<file path="src/rtl/pipe_pkg.sv">
// Shared definitions for the ID/EX stage: forwarding select encodings,
// the return-address register number and the E-stage control bundle.
package pipe_pkg;

  localparam logic [1:0] FWD_REG  = 2'b00;
  localparam logic [1:0] FWD_EXE  = 2'b01;
  localparam logic [1:0] FWD_MEM  = 2'b10;
  localparam logic [1:0] FWD_LOAD = 2'b11;

  localparam logic [4:0] REG_RA = 5'd31;

  typedef struct packed {
    logic wreg;
    logic m2reg;
    logic wmem;
    logic aluimm;
    logic shift;
    logic jal;
  } e_ctrl_t;

endpackage

</file>
<file path="src/rtl/idex_fwd_stage_if.sv">
// Bundle of ID-side inputs, M-stage hazard inputs and E-stage / forwarding
// outputs of the ID/EX stage. master = surrounding pipeline, slave = the stage.
interface idex_fwd_stage_if #(
  parameter int DW = 32,
  parameter int RW = 5,
  parameter int AW = 4
);
  logic [RW-1:0] rs, rt, rd;
  logic          use_rs, use_rt;
  logic [DW-1:0] da, db, dimm, dpc4;
  logic          dwreg, dm2reg, dwmem, daluimm, dshift, djal, dregrt;
  logic [AW-1:0] daluc;
  logic          flush;
  logic          mwreg, mm2reg;
  logic [RW-1:0] mrn;

  logic [1:0]    fwda, fwdb;
  logic          wpcir;
  logic [DW-1:0] ea, eb, eimm, epc4;
  logic          ewreg, em2reg, ewmem, ealuimm, eshift, ejal;
  logic [AW-1:0] ealuc;
  logic [RW-1:0] ern;

  modport master (
    output rs, rt, rd, use_rs, use_rt, da, db, dimm, dpc4,
           dwreg, dm2reg, dwmem, daluimm, dshift, djal, dregrt, daluc,
           flush, mwreg, mm2reg, mrn,
    input  fwda, fwdb, wpcir, ea, eb, eimm, epc4,
           ewreg, em2reg, ewmem, ealuimm, eshift, ejal, ealuc, ern
  );

  modport slave (
    input  rs, rt, rd, use_rs, use_rt, da, db, dimm, dpc4,
           dwreg, dm2reg, dwmem, daluimm, dshift, djal, dregrt, daluc,
           flush, mwreg, mm2reg, mrn,
    output fwda, fwdb, wpcir, ea, eb, eimm, epc4,
           ewreg, em2reg, ewmem, ealuimm, eshift, ejal, ealuc, ern
  );
endinterface

</file>
<file path="src/rtl/hazard_fwd_unit.sv">
// Combinational operand-forwarding select and load-use stall detection,
// comparing ID source registers against the E and M stage destinations.
module hazard_fwd_unit
  import pipe_pkg::*;
#(
  parameter int RW = 5
) (
  input  logic [RW-1:0] i_rs,
  input  logic [RW-1:0] i_rt,
  input  logic          i_use_rs,
  input  logic          i_use_rt,
  input  logic          i_ewreg,
  input  logic          i_em2reg,
  input  logic [RW-1:0] i_ern,
  input  logic          i_mwreg,
  input  logic          i_mm2reg,
  input  logic [RW-1:0] i_mrn,
  output logic [1:0]    o_fwda,
  output logic [1:0]    o_fwdb,
  output logic          o_stall
);

  logic w_e_load_rs;
  logic w_e_load_rt;

  // E is checked first so the newest producer wins; register 0 never forwards.
  function automatic logic [1:0] fwd_sel(input logic [RW-1:0] src);
    if (i_ewreg && !i_em2reg && (i_ern != '0) && (i_ern == src))
      return FWD_EXE;
    else if (i_mwreg && !i_mm2reg && (i_mrn != '0) && (i_mrn == src))
      return FWD_MEM;
    else if (i_mwreg && i_mm2reg && (i_mrn != '0) && (i_mrn == src))
      return FWD_LOAD;
    else
      return FWD_REG;
  endfunction

  assign o_fwda = fwd_sel(i_rs);
  assign o_fwdb = fwd_sel(i_rt);

  // A load in E cannot forward yet; any dependent reader must wait one cycle.
  assign w_e_load_rs = i_use_rs && (i_ern == i_rs);
  assign w_e_load_rt = i_use_rt && (i_ern == i_rt);
  assign o_stall     = i_ewreg && i_em2reg && (i_ern != '0) &&
                       (w_e_load_rs || w_e_load_rt);

endmodule

</file>
<file path="src/rtl/idex_fwd_stage.sv">
// ID/EX pipeline register with operand forwarding and load-use interlock;
// stalls and flushes turn the next E-stage slot into a bubble.
module idex_fwd_stage
  import pipe_pkg::*;
#(
  parameter int DW = 32,
  parameter int RW = 5,
  parameter int AW = 4
) (
  input logic            clk,
  input logic            rst,
  idex_fwd_stage_if.slave bus
);

  logic [RW-1:0] w_drn;
  logic          w_stall;
  e_ctrl_t       w_dctrl;

  e_ctrl_t       r_ectrl;
  logic [DW-1:0] r_ea, r_eb, r_eimm, r_epc4;
  logic [AW-1:0] r_ealuc;
  logic [RW-1:0] r_ern;

  hazard_fwd_unit #(.RW(RW)) u_hazard (
    .i_rs     (bus.rs),
    .i_rt     (bus.rt),
    .i_use_rs (bus.use_rs),
    .i_use_rt (bus.use_rt),
    .i_ewreg  (r_ectrl.wreg),
    .i_em2reg (r_ectrl.m2reg),
    .i_ern    (r_ern),
    .i_mwreg  (bus.mwreg),
    .i_mm2reg (bus.mm2reg),
    .i_mrn    (bus.mrn),
    .o_fwda   (bus.fwda),
    .o_fwdb   (bus.fwdb),
    .o_stall  (w_stall)
  );

  // NOTE: assign a default first so every path drives w_drn and no latch is inferred.
  always_comb begin
    w_drn = bus.rd;
    if (bus.dregrt) w_drn = bus.rt;
    if (bus.djal)   w_drn = RW'(REG_RA);
  end

  assign w_dctrl = '{wreg:   bus.dwreg,
                     m2reg:  bus.dm2reg,
                     wmem:   bus.dwmem,
                     aluimm: bus.daluimm,
                     shift:  bus.dshift,
                     jal:    bus.djal};

  // Reset, stall and flush all leave the same all-zero bubble in E.
  // NOTE: non-blocking assignments keep every register sampling pre-edge values.
  always_ff @(posedge clk) begin
    if (rst || w_stall || bus.flush) begin
      r_ectrl <= '0;
      r_ea    <= '0;
      r_eb    <= '0;
      r_eimm  <= '0;
      r_epc4  <= '0;
      r_ealuc <= '0;
      r_ern   <= '0;
    end else begin
      r_ectrl <= w_dctrl;
      r_ea    <= bus.da;
      r_eb    <= bus.db;
      r_eimm  <= bus.dimm;
      r_epc4  <= bus.dpc4;
      r_ealuc <= bus.daluc;
      r_ern   <= w_drn;
    end
  end

  assign bus.wpcir   = !w_stall;
  assign bus.ea      = r_ea;
  assign bus.eb      = r_eb;
  assign bus.eimm    = r_eimm;
  assign bus.epc4    = r_epc4;
  assign bus.ealuc   = r_ealuc;
  assign bus.ern     = r_ern;
  assign bus.ewreg   = r_ectrl.wreg;
  assign bus.em2reg  = r_ectrl.m2reg;
  assign bus.ewmem   = r_ectrl.wmem;
  assign bus.ealuimm = r_ectrl.aluimm;
  assign bus.eshift  = r_ectrl.shift;
  assign bus.ejal    = r_ectrl.jal;

endmodule

</file>
<file path="src/flat_wrapper.sv">
// flat-port wrapper written by rule: the top's interface ports become plain ports
module idex_fwd_stage_flat import pipe_pkg::*;
#(
  parameter int DW = 32,
  parameter int RW = 5,
  parameter int AW = 4
)
  (clk, rst, bus_rs, bus_rt, bus_rd, bus_use_rs, bus_use_rt, bus_da, bus_db, bus_dimm, bus_dpc4, bus_dwreg, bus_dm2reg, bus_dwmem, bus_daluimm, bus_dshift, bus_djal, bus_dregrt, bus_daluc, bus_flush, bus_mwreg, bus_mm2reg, bus_mrn, bus_fwda, bus_fwdb, bus_wpcir, bus_ea, bus_eb, bus_eimm, bus_epc4, bus_ewreg, bus_em2reg, bus_ewmem, bus_ealuimm, bus_eshift, bus_ejal, bus_ealuc, bus_ern);
  idex_fwd_stage_if #(.DW(DW), .RW(RW), .AW(AW)) bus_i ();
  input logic clk;
  input logic rst;
  input wire logic [$bits(bus_i.rs)-1:0] bus_rs;
  input wire logic [$bits(bus_i.rt)-1:0] bus_rt;
  input wire logic [$bits(bus_i.rd)-1:0] bus_rd;
  input wire logic [$bits(bus_i.use_rs)-1:0] bus_use_rs;
  input wire logic [$bits(bus_i.use_rt)-1:0] bus_use_rt;
  input wire logic [$bits(bus_i.da)-1:0] bus_da;
  input wire logic [$bits(bus_i.db)-1:0] bus_db;
  input wire logic [$bits(bus_i.dimm)-1:0] bus_dimm;
  input wire logic [$bits(bus_i.dpc4)-1:0] bus_dpc4;
  input wire logic [$bits(bus_i.dwreg)-1:0] bus_dwreg;
  input wire logic [$bits(bus_i.dm2reg)-1:0] bus_dm2reg;
  input wire logic [$bits(bus_i.dwmem)-1:0] bus_dwmem;
  input wire logic [$bits(bus_i.daluimm)-1:0] bus_daluimm;
  input wire logic [$bits(bus_i.dshift)-1:0] bus_dshift;
  input wire logic [$bits(bus_i.djal)-1:0] bus_djal;
  input wire logic [$bits(bus_i.dregrt)-1:0] bus_dregrt;
  input wire logic [$bits(bus_i.daluc)-1:0] bus_daluc;
  input wire logic [$bits(bus_i.flush)-1:0] bus_flush;
  input wire logic [$bits(bus_i.mwreg)-1:0] bus_mwreg;
  input wire logic [$bits(bus_i.mm2reg)-1:0] bus_mm2reg;
  input wire logic [$bits(bus_i.mrn)-1:0] bus_mrn;
  output wire logic [$bits(bus_i.fwda)-1:0] bus_fwda;
  output wire logic [$bits(bus_i.fwdb)-1:0] bus_fwdb;
  output wire logic [$bits(bus_i.wpcir)-1:0] bus_wpcir;
  output wire logic [$bits(bus_i.ea)-1:0] bus_ea;
  output wire logic [$bits(bus_i.eb)-1:0] bus_eb;
  output wire logic [$bits(bus_i.eimm)-1:0] bus_eimm;
  output wire logic [$bits(bus_i.epc4)-1:0] bus_epc4;
  output wire logic [$bits(bus_i.ewreg)-1:0] bus_ewreg;
  output wire logic [$bits(bus_i.em2reg)-1:0] bus_em2reg;
  output wire logic [$bits(bus_i.ewmem)-1:0] bus_ewmem;
  output wire logic [$bits(bus_i.ealuimm)-1:0] bus_ealuimm;
  output wire logic [$bits(bus_i.eshift)-1:0] bus_eshift;
  output wire logic [$bits(bus_i.ejal)-1:0] bus_ejal;
  output wire logic [$bits(bus_i.ealuc)-1:0] bus_ealuc;
  output wire logic [$bits(bus_i.ern)-1:0] bus_ern;
  assign bus_i.rs = bus_rs;
  assign bus_i.rt = bus_rt;
  assign bus_i.rd = bus_rd;
  assign bus_i.use_rs = bus_use_rs;
  assign bus_i.use_rt = bus_use_rt;
  assign bus_i.da = bus_da;
  assign bus_i.db = bus_db;
  assign bus_i.dimm = bus_dimm;
  assign bus_i.dpc4 = bus_dpc4;
  assign bus_i.dwreg = bus_dwreg;
  assign bus_i.dm2reg = bus_dm2reg;
  assign bus_i.dwmem = bus_dwmem;
  assign bus_i.daluimm = bus_daluimm;
  assign bus_i.dshift = bus_dshift;
  assign bus_i.djal = bus_djal;
  assign bus_i.dregrt = bus_dregrt;
  assign bus_i.daluc = bus_daluc;
  assign bus_i.flush = bus_flush;
  assign bus_i.mwreg = bus_mwreg;
  assign bus_i.mm2reg = bus_mm2reg;
  assign bus_i.mrn = bus_mrn;
  assign bus_fwda = bus_i.fwda;
  assign bus_fwdb = bus_i.fwdb;
  assign bus_wpcir = bus_i.wpcir;
  assign bus_ea = bus_i.ea;
  assign bus_eb = bus_i.eb;
  assign bus_eimm = bus_i.eimm;
  assign bus_epc4 = bus_i.epc4;
  assign bus_ewreg = bus_i.ewreg;
  assign bus_em2reg = bus_i.em2reg;
  assign bus_ewmem = bus_i.ewmem;
  assign bus_ealuimm = bus_i.ealuimm;
  assign bus_eshift = bus_i.eshift;
  assign bus_ejal = bus_i.ejal;
  assign bus_ealuc = bus_i.ealuc;
  assign bus_ern = bus_i.ern;
  idex_fwd_stage #(.DW(DW), .RW(RW), .AW(AW)) u_core (.clk(clk), .rst(rst), .bus(bus_i));
endmodule
</file>
<file path="config.mk">
export PLATFORM = sky130hd
export DESIGN_NAME = idex_fwd_stage_flat
export DESIGN_NICKNAME = d
export VERILOG_FILES = /design/src/rtl/pipe_pkg.sv /design/src/rtl/idex_fwd_stage_if.sv /design/src/rtl/hazard_fwd_unit.sv /design/src/rtl/idex_fwd_stage.sv /design/src/flat_wrapper.sv
export SDC_FILE = /design/constraint.sdc
export NUM_CORES = 1
export LEC_CHECK = 0
export BUFFER_PORTS_ARGS = -buffer_cell sky130_fd_sc_hd__buf_2
export CAP_MARGIN = 5
export CORE_AREA = 2 2 122 124
export CTS_CLUSTER_SIZE = 12
export DETAILED_ROUTE_END_ITERATION = 7
export DIE_AREA = 0 0 124 126
export PLACE_DENSITY_LB_ADDON = 0.05
export RECOVER_POWER = 25
export SLEW_MARGIN = 40
export SYNTH_ARGS = -nofsm -noshare
export SYNTH_HDL_FRONTEND = slang
export SYNTH_SLANG_ARGS = --single-unit
</file>
<file path="constraint.sdc">
create_clock -name clk -period 2.8 [get_ports clk]
set_clock_uncertainty 0.15 [all_clocks]
set_input_delay 0.56 -clock clk [delete_from_list [all_inputs] [get_ports clk]]
set_output_delay 0.56 -clock clk [all_outputs]
set_load 0.02 [all_outputs]
</file>
==> impl_metrics.toml <==
[routing]
drc = 0
routed_wl_um = 14700
drt-pass1-iter-count = 4
num_vias = 4344
ant_nets = 0
viasPerCell = 4.27
detail_route.wl_per_cell_um = 14.4
drt-initial-drc-count = 140

[yosys]
yosysWarnings = 0
ys_ff_latch = 143
synth-simple-area-share = 0.258
synthAdderAreaFrac = 0
synth-compound-area-share = 0.0157
synthMuxAreaShare = 0.0126
synth_top_cell_by_area = "dfxtp_1"
postSynthAreaPerCell_um2 = 8.72
netlist_instances = 511
yosysTopAreaCellShare = 0.642
synth_nets = 677
synthTopCellsByArea = "dfxtp_1 (64%), nor2_1 (12%), nand2_1 (12%)"
synth_top_family_by_area = "simple AND/OR/NAND/NOR gates"
ys_seq_area_frac = 0.642
synth-xor-area-share = 0.0393
syn_area_um2 = 4460
ys_types = 19

[cells_and_area]
instances_no_fill = 1018
drive_above_1_share = 0.351
final_nets = 987
area_growth_pct = 53.4
regArea_um2 = 2870
fillerInstances = 1508
final_area_um2 = 6840
multi_input_area_um2 = 1490
diodes = 0

[run]
maxCapViolCount = 0

[placed_design]
io_buffers = 313
place.detailed.hpwl_um = 11100
dp.cells = 984
dpl-instance-area_um2 = 6210
dp_slack_ns = 0.248
gp_congestion = 0.785

[worst_setup_path]
slowest_delay_ns = 0.56
critical_path.slowest_cell = "or4_4"
path_cells = "or4_4, o21ai_4, nor3_1, nor3_1, buf_2"
cp-start-kind = "flop"
crit_top_cell = "nor3_1"
regToRegEndpoint = "u_core.bus.eimm[21]$_SDFF_PP0_"
cp-end-kind = "output pin"
crit_arrival_ns = 1.99
crit_type = "reg -> out"
rr_worst_depth = 7
worstReg2RegStart = "u_core.bus.ern[3]$_SDFF_PP0_"
rrSetupSlack_ns = 0.55
crit_fanout = 4
cp.required_ns = 2.09

[cts]
clock_sinks = 143
cts_buffers = 17
insertion_delay_ns = 0.41
clk_path_buf_depth = 2
root_buffer = "clkbuf_16"
path_clk_slew_ns = 0.06
htree_levels = 4
cts_tree = "built"
postCtsHoldBufs = 0

[floorplan]
fp.dieW_um = 124
dieArea_um2 = 15600
core_area_um2 = 14300
fp-row-count = 44
ios = 314
start_util = 0.311
die-height_um = 126

[power_and_ir_drop]
p_clk_frac = 0.494
ir_worst_vdd_mv = 0.364
swShare = 0.228
power_density_nw_per_um2 = 755
power.total_mw = 5.16
p_comb_frac = 0.090
p_leak_nw = 3.51
seqPwrFrac = 0.416
p_int_mw = 3.98
p_switching_mw = 1.18

[sta]
max_freq_mhz = 371
min_period_ns = 2.70
drv_slew = 0
holdWs_ns = 0.201
setup_ws_ns = 0.103
worstMarginPinSlew_ns = 0.604
slew_headroom = 0.596
fin_crit_sh = 0.963
hold_violations = 0
finalSetupViolations = 0

[global_route]
grt_max_degree = 87
use_met1 = 0.180
grt_pass1_vias = 4377
met2_usage = 0.337
use_met3 = 0.0892
grt-ovfl-total = 0
antenna_found_initial = 1
grt_pass1_wl_um = 21800
grt_usage = 0.186
grt.busiest_layer = "met2"

[worst_hold_path]
min_from = "bus_dpc4[12]"
worstHoldPathType = "in -> reg"
hold_depth = 3
holdPathEnd = "u_core.bus.epc4[12]$_SDFF_PP0_"

[status]
status = "complete, no violations"
## cell type report
cell class / instances / area share
flip-flops and latches: 143 / 0.419
repair buffers: 321 / 0.230
multi-input cells: 336 / 0.218
clock buffers: 19 / 0.0633
clock inverters: 13 / 0.0344
well taps: 184 / 0.0337
inverters: 2 / 0.00110
## synth_stat cells
cell type	n
nor2_1	146
dfxtp_1	143
nand2_1	140
clkbuf_1	23
xor2_1	16
nor3_1	8
buf_4	6
o21ai_0	6
mux2_2	5
nand3_1	4
xnor2_1	4
o21bai_1	2
or4_1	2
a211oi_2	1
buf_2	1
inv_1	1
inv_2	1
o211ai_1	1
o21ai_1	1
## power by group through the flow
stage                     sequential, mW  combinational, mW  clock, mW
after CTS                           2.14              0.482       2.60
final                               2.15              0.466       2.55
after global routing                2.15              0.514       2.71
after global placement              2.19              0.476          0
after floorplan                     2.30              0.120          0
after detailed placement            2.19              0.479          0
## registers in the layout, summed over array words and instances (netlist names)
register and flops:
u_core.bus.eb 32, u_core.bus.ewmem 1, u_core.bus.ea 32, u_core.bus.eimm 32, u_core.bus.epc4 32, u_core.bus.ern 5
u_core.bus.ealuc 4, u_core.bus.em2reg 1, u_core.bus.ealuimm 1, u_core.bus.eshift 1, u_core.bus.ejal 1, u_core.bus.ewreg 1
## worst max-delay path, delay by kind of cell (launching register included)
kind	cells	cell delay, ns
AOI/OAI and AO/OA	1	0.20
buffers and inverters	1	0.19
DFF	1	0.35
and+or+nand+nor	3	0.84
## cells by family (layout without fill, tap and decap cells)
| family | count (synthesis) | in the layout |
|---|---|---|
| simple gates | 300 | 300 |
| flops | 143 | 143 |
| buf+inv | 32 | 355 |
| xor+xnor | 20 | 20 |
| compound gates | 11 | 11 |
| mux | 5 | 5 |
## metal layers
metal	vias to the layer above	part of all wire
li1	2175	-
met3	20	0.11
met4	2	0.017
met1	1945	0.36
met2	202	0.51
met5	-	0.00089
## worst max path at each step
stage	from	end	slack, ns	cells after the start
after detailed placement	bus_rt[3]	bus_wpcir	0.25	7
final	u_core.bus.ern[1]$_SDFF_PP0_	bus_fwdb[1]	0.10	5
after CTS	u_core.bus.ern[1]$_SDFF_PP0_	bus_fwda[1]	0.002	5
after floorplan	bus_rt[3]	bus_wpcir	0.20	7
after global placement	bus_rt[3]	bus_wpcir	0.25	7
after global routing	u_core.bus.ern[3]$_SDFF_PP0_	bus_wpcir	-0.01	6
## stage by stage
step | TNS [ns] | util
floorplan | 0 | -
global placement | 0 | 0.434
detailed placement | 0 | 0.434
CTS | 0 | 0.481
global route | -0.0109 | 0.478
finish | 0 | 0.478
## cells in the final DEF (no fill, tap or decap), drive strengths merged
master    netlist  final
bufinv          0      6
xor2           16     16
xnor2           4      4
o211ai          1      1
nor3            8      8
nand3           4      4
mux2            5      5
clkbuf         23     91
o21bai          2      2
nor2          146    146
dfxtp         143    143
a211oi          1      1
nand2         140    140
or4             2      2
clkinv          0      4
o21ai           7      7
buf             7    249
clkinvlp        0      2
inv             2      3
## repair_timing
item,in CTS,in global routing
setup endpoints to repair,2,4
buffers inserted,0,2
gates resized for setup,2,5
pin swaps,0,1
gates cloned,0,0
Note: power is estimated with default switching activity, not from simulation.
